<file path="src/rtl/flash_seq.sv">
// rtl/flash_seq.sv - NAND flash pin sequencer: CMD/ADDR/DIN/DOUT beats, ready/busy wait, write protect
// Optional busy-wait timeout enabled by defining FLASH_SEQ_TIMEOUT_EN.
module flash_seq #(
  parameter int DW     = 8,
  parameter int NUM_CE = 2,
  parameter int T_LO   = 2,
  parameter int T_HI   = 2,
  parameter int T_TO   = 4095
) (
  input  logic              clk,
  input  logic              rst,
  input  logic              ins_valid,
  output logic              ins_ready,
  input  logic [2:0]        ins_mode,
  input  logic [11:0]       ins_count,
  input  logic [1:0]        ins_ce,
  input  logic [DW-1:0]     wr_data,
  input  logic              wr_valid,
  output logic              wr_ready,
  output logic [DW-1:0]     rd_data,
  output logic              rd_valid,
  output logic              busy,
  output logic              timeout_err,
  output logic [NUM_CE-1:0] oCE_N,
  output logic              oCLE,
  output logic              oALE,
  output logic              oWE_N,
  output logic              oRE_N,
  output logic              oWP_N,
  input  logic              iRB_N,
  input  logic [DW-1:0]     flash_q,
  output logic [DW-1:0]     flash_data,
  output logic              data_oe
);

  typedef enum logic [2:0] {
    S_IDLE, S_LOAD, S_WAIT_DATA, S_STROBE_LO, S_STROBE_HI, S_WAIT_RB
  } state_t;

  localparam logic [2:0] M_CMD = 3'd0, M_ADDR = 3'd1, M_DOUT = 3'd3, M_WAIT_RB = 3'd4,
                         M_WP_ON = 3'd5, M_WP_OFF = 3'd6, M_RSVD = 3'd7;
  localparam logic [DW-1:0] IDLE_PAT = {(DW/8){8'hAA}};
  localparam logic [3:0]    LO_INIT  = 4'(T_LO - 1);
  localparam logic [3:0]    HI_INIT  = 4'(T_HI - 1);

  state_t        state;
  logic [2:0]    mode;
  logic [11:0]   beats;
  logic [1:0]    ce_idx;
  logic [1:0]    ce_sel;
  logic          ce_switch;
  logic [3:0]    tmr;
  logic [DW-1:0] wdata_q;

  function automatic logic [NUM_CE-1:0] ce_low(input logic [1:0] idx);
    logic [NUM_CE-1:0] v;
    v    = '0;
    v[0] = 1'b1;
    return ~(v << idx);
  endfunction

  assign ce_sel     = (int'(ins_ce) < NUM_CE) ? ins_ce : 2'd0;
  assign busy       = (state != S_IDLE);
  assign flash_data = data_oe ? wdata_q : IDLE_PAT;

`ifdef FLASH_SEQ_TIMEOUT_EN
  localparam logic [15:0] TO_LAST = 16'(T_TO - 1);
  logic [15:0] to_cnt;
`else
  logic unused_to;
  assign unused_to   = (T_TO == 0);
  assign timeout_err = 1'b0;
`endif

  always_ff @(posedge clk) begin
    rd_valid <= 1'b0;
    if (rst) begin
      state     <= S_IDLE;
      mode      <= 3'd0;
      beats     <= 12'd0;
      ce_idx    <= 2'd0;
      ce_switch <= 1'b0;
      tmr       <= 4'd0;
      wdata_q   <= '0;
      oCE_N     <= '1;
      oCLE      <= 1'b0;
      oALE      <= 1'b0;
      oWE_N     <= 1'b1;
      oRE_N     <= 1'b1;
      oWP_N     <= 1'b0;
      data_oe   <= 1'b0;
      ins_ready <= 1'b0;
      wr_ready  <= 1'b0;
      rd_data   <= '0;
`ifdef FLASH_SEQ_TIMEOUT_EN
      timeout_err <= 1'b0;
      to_cnt      <= '0;
`endif
    end else begin
`ifdef FLASH_SEQ_TIMEOUT_EN
      if (state != S_WAIT_RB) to_cnt <= '0;
`endif
      case (state)
        S_IDLE: begin
          if (ce_switch) begin
            // Second IDLE cycle of a chip change: all CE_N were high for one cycle.
            ce_switch <= 1'b0;
            state     <= S_LOAD;
            oCE_N     <= ce_low(ce_idx);
            oCLE      <= (mode == M_CMD);
            oALE      <= (mode == M_ADDR);
          end else if (ins_valid && ins_ready) begin
            ins_ready <= 1'b0;
            mode      <= ins_mode;
            beats     <= ins_count;
            if (ins_mode == M_RSVD) begin
              state <= S_LOAD;
            end else begin
              ce_idx <= ce_sel;
              if (oCE_N != '1 && ce_sel != ce_idx) begin
                ce_switch <= 1'b1;
                oCE_N     <= '1;
              end else begin
                state <= S_LOAD;
                oCE_N <= ce_low(ce_sel);
                oCLE  <= (ins_mode == M_CMD);
                oALE  <= (ins_mode == M_ADDR);
              end
            end
          end else begin
            ins_ready <= 1'b1;
          end
        end
        S_LOAD: begin
          case (mode)
            M_DOUT: begin
              state <= S_STROBE_LO;
              oRE_N <= 1'b0;
              tmr   <= LO_INIT;
            end
            M_WAIT_RB: begin
              state <= S_WAIT_RB;
              oCLE  <= 1'b0;
              oALE  <= 1'b0;
            end
            M_WP_ON, M_WP_OFF, M_RSVD: begin
              if (mode != M_RSVD) oWP_N <= (mode == M_WP_OFF);
              state     <= S_IDLE;
              ins_ready <= 1'b1;
            end
            default: begin
              state    <= S_WAIT_DATA;
              wr_ready <= 1'b1;
            end
          endcase
        end
        S_WAIT_DATA: begin
          if (wr_valid) begin
            wdata_q  <= wr_data;
            data_oe  <= 1'b1;
            wr_ready <= 1'b0;
            oWE_N    <= 1'b0;
            tmr      <= LO_INIT;
            state    <= S_STROBE_LO;
          end
        end
        S_STROBE_LO: begin
          if (tmr == 4'd0) begin
            oWE_N <= 1'b1;
            oRE_N <= 1'b1;
            tmr   <= HI_INIT;
            state <= S_STROBE_HI;
            if (mode == M_DOUT) begin
              rd_data  <= flash_q;
              rd_valid <= 1'b1;
            end
          end else begin
            tmr <= tmr - 1'b1;
          end
        end
        S_STROBE_HI: begin
          if (tmr != 4'd0) begin
            tmr <= tmr - 1'b1;
          end else if (beats == 12'd0) begin
            state     <= S_IDLE;
            ins_ready <= 1'b1;
            data_oe   <= 1'b0;
            oCLE      <= 1'b0;
            oALE      <= 1'b0;
          end else begin
            beats <= beats - 1'b1;
            if (mode == M_DOUT) begin
              state <= S_STROBE_LO;
              oRE_N <= 1'b0;
              tmr   <= LO_INIT;
            end else begin
              state    <= S_WAIT_DATA;
              wr_ready <= 1'b1;
            end
          end
        end
        S_WAIT_RB: begin
          if (iRB_N) begin
            state     <= S_IDLE;
            ins_ready <= 1'b1;
          end
`ifdef FLASH_SEQ_TIMEOUT_EN
          else if (to_cnt == TO_LAST) begin
            timeout_err <= 1'b1;
            state       <= S_IDLE;
            ins_ready   <= 1'b1;
          end else begin
            to_cnt <= to_cnt + 1'b1;
          end
`endif
        end
        default: state <= S_IDLE;
      endcase
    end
  end

endmodule

</file>
<file path="config.mk">
export PLATFORM = sky130hd
export DESIGN_NAME = flash_seq
export DESIGN_NICKNAME = d
export VERILOG_FILES = /design/src/rtl/flash_seq.sv
export SDC_FILE = /design/constraint.sdc
export NUM_CORES = 1
export LEC_CHECK = 0
export CORE_AREA = 4 4 78 80
export CTS_CLUSTER_DIAMETER = 200
export CTS_CLUSTER_SIZE = 25
export DETAILED_ROUTE_END_ITERATION = 8
export DIE_AREA = 0 0 82 84
export PLACE_DENSITY_LB_ADDON = 0.05
export SLEW_MARGIN = 0
export SYNTH_ARGS = -nofsm -noshare
export SYNTH_HDL_FRONTEND = slang
export SYNTH_SLANG_ARGS = --single-unit
</file>
<file path="constraint.sdc">
create_clock -name clk -period 6.9 [get_ports clk]
set_clock_uncertainty 0.1 [all_clocks]
set_input_delay 2.07 -clock clk [delete_from_list [all_inputs] [get_ports clk]]
set_output_delay 2.07 -clock clk [all_outputs]
set_load 0.005 [all_outputs]
</file>
==> results.md <==
- Register area share after synthesis: 36.2%
- Fin crit period: 4170 ps
- Clk pwr share: 28.6%
- Hold Buf Count CTS: 0
- Die Area: 6890 um2
- Worst-margin pin slew: 1080 ps
- FF-to-FF path depth: 4
- Clock Tree Buf Depth: 2
- Post-layout nets: 444
- Final setup violation count: 0
- Final Non-Filler Cells: 475
- Fillcell total: 508
- # diodes: 0
- Pleak: 1.21 nW
- Flop pwr share: 46.6%
- CTS tree: built
- Max-cap viol count: 0
- Post-synth cell types: 60
- DP Worst Slack: 2770 ps
- Cts bufs inserted: 5
- Period Utilization, post-route: 60.4%
- Initial antenna violation count: 0
- Most common cell after layout, fill and taps aside: clkdlybuf4s50_1
- Ys async rst share: 0%
- RSZ-0062 raised after global routing: false
- Setup tns final: 0 ps
- Fraction of layout cells with a size suffix above 1: 6.95%
- Final count of hold timing violations: 0
- IO Count: 67
- Number of global-route vias before repair: 2604
- Critical Path Start Type: flop
- R2R setup slack: 4060 ps
- H-tree levels: 2
- Cell Rows: 27
- Die W: 82 um
- Vias per cell: 5.75
- Int Power: 0.503 mW
- Post-synth EDFFs: 0
- Worst flop-to-flop path endpoint: beats[0]
- Global-route wire length before repair: 11900 um
- Largest net degree at the start of global routing: 52
- Switching share of power: 29.9%
- Post-Syn Nets: 394
- Outcome: completed
- Avg WL per Cell: 14.5 um
- DRC viols: 0
- Peak fanout along the critical path: 26
- Mapped Area: 2820 um2
- Drt pass-1 iters: 4
- Setup Fix Bufs, Post-CTS: 0
- Root Driver: clkbuf_8
- CP startpoint: state[0]
- GRT overflow: 0
- Starting DRT DRC Count: 125
- Pwr/cell area: 201 nW/um2
- Worst hold path type: flop to flop
- GR Util All Layers: 21.3%
- Worst skew pair latency: 300 ps
- Arr. time, crit path: 2000 ps
- Gpl congestion: 0.893
- Logic pwr share: 24.8%
- Fin. max-slew vios: 0
- Kind of critical path: flop to primary output
- Synthesized instance count: 353
- Overall Power: 0.718 mW
- Clock sinks: 51
- Core Area: 5410 um2
- Total placed cells including tap cells: 468
- Slew headroom: 27.7%
- Starting Density: 52.2%
- PortBufs: 65
- Most frequent cells in the layout: clkdlybuf4s50_1, dfxtp_1, nand2_1
- Setup slack after layout: 2730 ps
- Psw: 0.215 mW
- Routed wire length: 6880 um
- Crit end category: primary output
- Final ANT Viol Nets: 0
- P&R area growth vs syn: 26.3%
- CTS-repair resized insts: 0
- Clock slew at reported path FFs: 90 ps
- Routed vias: 2729
- R2r startpoint: state[0]
- Multi-input gate area: 1650 um2
- Syn_area_per_cell: 8.00 um2
- Yosys reg bits: 51
- Highest clock rate: 240 MHz
- Post-synth top flop: dfxtp_1
- DP HPWL: 4850 um
- Yosys warning total: 0
- Die height: 84 um
- Max VDD drop: 0.000153 V
- Worst setup path end: busy
- Final core occ: 66.0%
- FF/Latch Area: 1020 um2
- Req. time, crit path: 4730 ps
## layer usage
metal  global-route usage [%]  routed length, um  up-vias
met5                        0                  0        -
met4                     5.14                 75        0
met3                     4.64                358        8
met1                     29.1               3220     1277
li1                         -                  -     1382
met2                     33.9               3230       62
## critical path: stages (launching register included)
cell             delay (ps)
dfxtp_1                 840
or3_1                   310
clkdlybuf4s50_1         530
## kinds of logic (layout without fill, tap and decap cells)
logic type      after synthesis  in the layout  synth area share (%)
simple gates                142            142                  27.2
compound gates              108            108                  25.1
flops                        51             51                  36.2
buf+inv                      35             85                  5.49
mux                          12             12                  4.34
fa+ha+maj                     3              3                  1.33
other cells                   1              1                 0.133
xor+xnor                      1              1                 0.310
## per-stage QoR
stage	hold slack, ps	instance area, um2
2_1_floorplan	331	2820
3_3_place_gp	331	3460
3_5_place_dp	343	3460
4_1_cts	357	3570
5_1_grt	379	3570
6_report	355	3570
## flip-flops by register name, indices dropped and copies added, names as in the netlist
signal	count
oWP_N	1
ins_ready	1
wdata_q	8
tmr	4
oALE	1
oCE_N	2
rd_valid	1
wr_ready	1
ce_idx	1
oWE_N	1
oCLE	1
ce_switch	1
data_oe	1
state	3
mode	3
beats	12
rd_data	8
oRE_N	1
## layout make-up
| type | count | area share, % |
|---|---|---|
| repair buffers | 67 | 18.5 |
| multi-input cells | 267 | 46.2 |
| well taps | 72 | 2.53 |
| flip-flops and latches | 51 | 28.6 |
| inverters | 11 | 1.16 |
| clock buffers | 5 | 1.93 |
| clock inverters | 2 | 1.05 |
## Yosys cell counts (3+ instances only)
cell type / count / area, um2
dfxtp_1: 51 / 1020
nand2_1: 41 / 154
a21oi_1: 38 / 190
nor2_1: 22 / 82.6
clkbuf_1: 18 / 67.6
o21ai_0: 14 / 70.1
nor3_1: 13 / 65.1
nand2b_1: 12 / 75.1
inv_1: 11 / 41.3
mux2i_1: 10 / 100
o21ai_1: 7 / 35.0
o32ai_1: 7 / 61.3
and2_1: 6 / 37.5
nand3_1: 6 / 30.0
nor3b_1: 6 / 45.0
a31oi_1: 5 / 31.3
or3_1: 5 / 31.3
or3b_2: 5 / 43.8
or4_1: 5 / 37.5
a22oi_1: 4 / 30.0
a311oi_1: 4 / 35.0
or2_1: 4 / 25.0
or2_2: 4 / 25.0
a21o_1: 3 / 22.5
ha_1: 3 / 37.5
nor2b_1: 3 / 18.8
o22ai_1: 3 / 18.8
## worst min-delay path by stage
| stage | start | end | depth (start not counted) | slack [ps] |
|---|---|---|---|---|
| detailed placement | wdata_q[0] | wdata_q[0] | 2 | 340 |
| finish | wdata_q[1] | wdata_q[1] | 2 | 350 |
| global route | oWE_N | oWE_N | 2 | 380 |
| floorplan | wdata_q[1] | wdata_q[1] | 2 | 330 |
| CTS | wdata_q[0] | wdata_q[0] | 2 | 360 |
| global placement | oWE_N | oWE_N | 2 | 330 |
## power by group through the flow
stage          Clock [mW]  Sequential [mW]  Combinational, mW
5_1_grt             0.225            0.339              0.197
3_3_place_gp            0            0.340              0.175
3_5_place_dp            0            0.341              0.177
4_1_cts             0.211            0.334              0.178
2_1_floorplan           0            0.329              0.129
6_report            0.205            0.335              0.178
(Power assumes the default switching activity.)
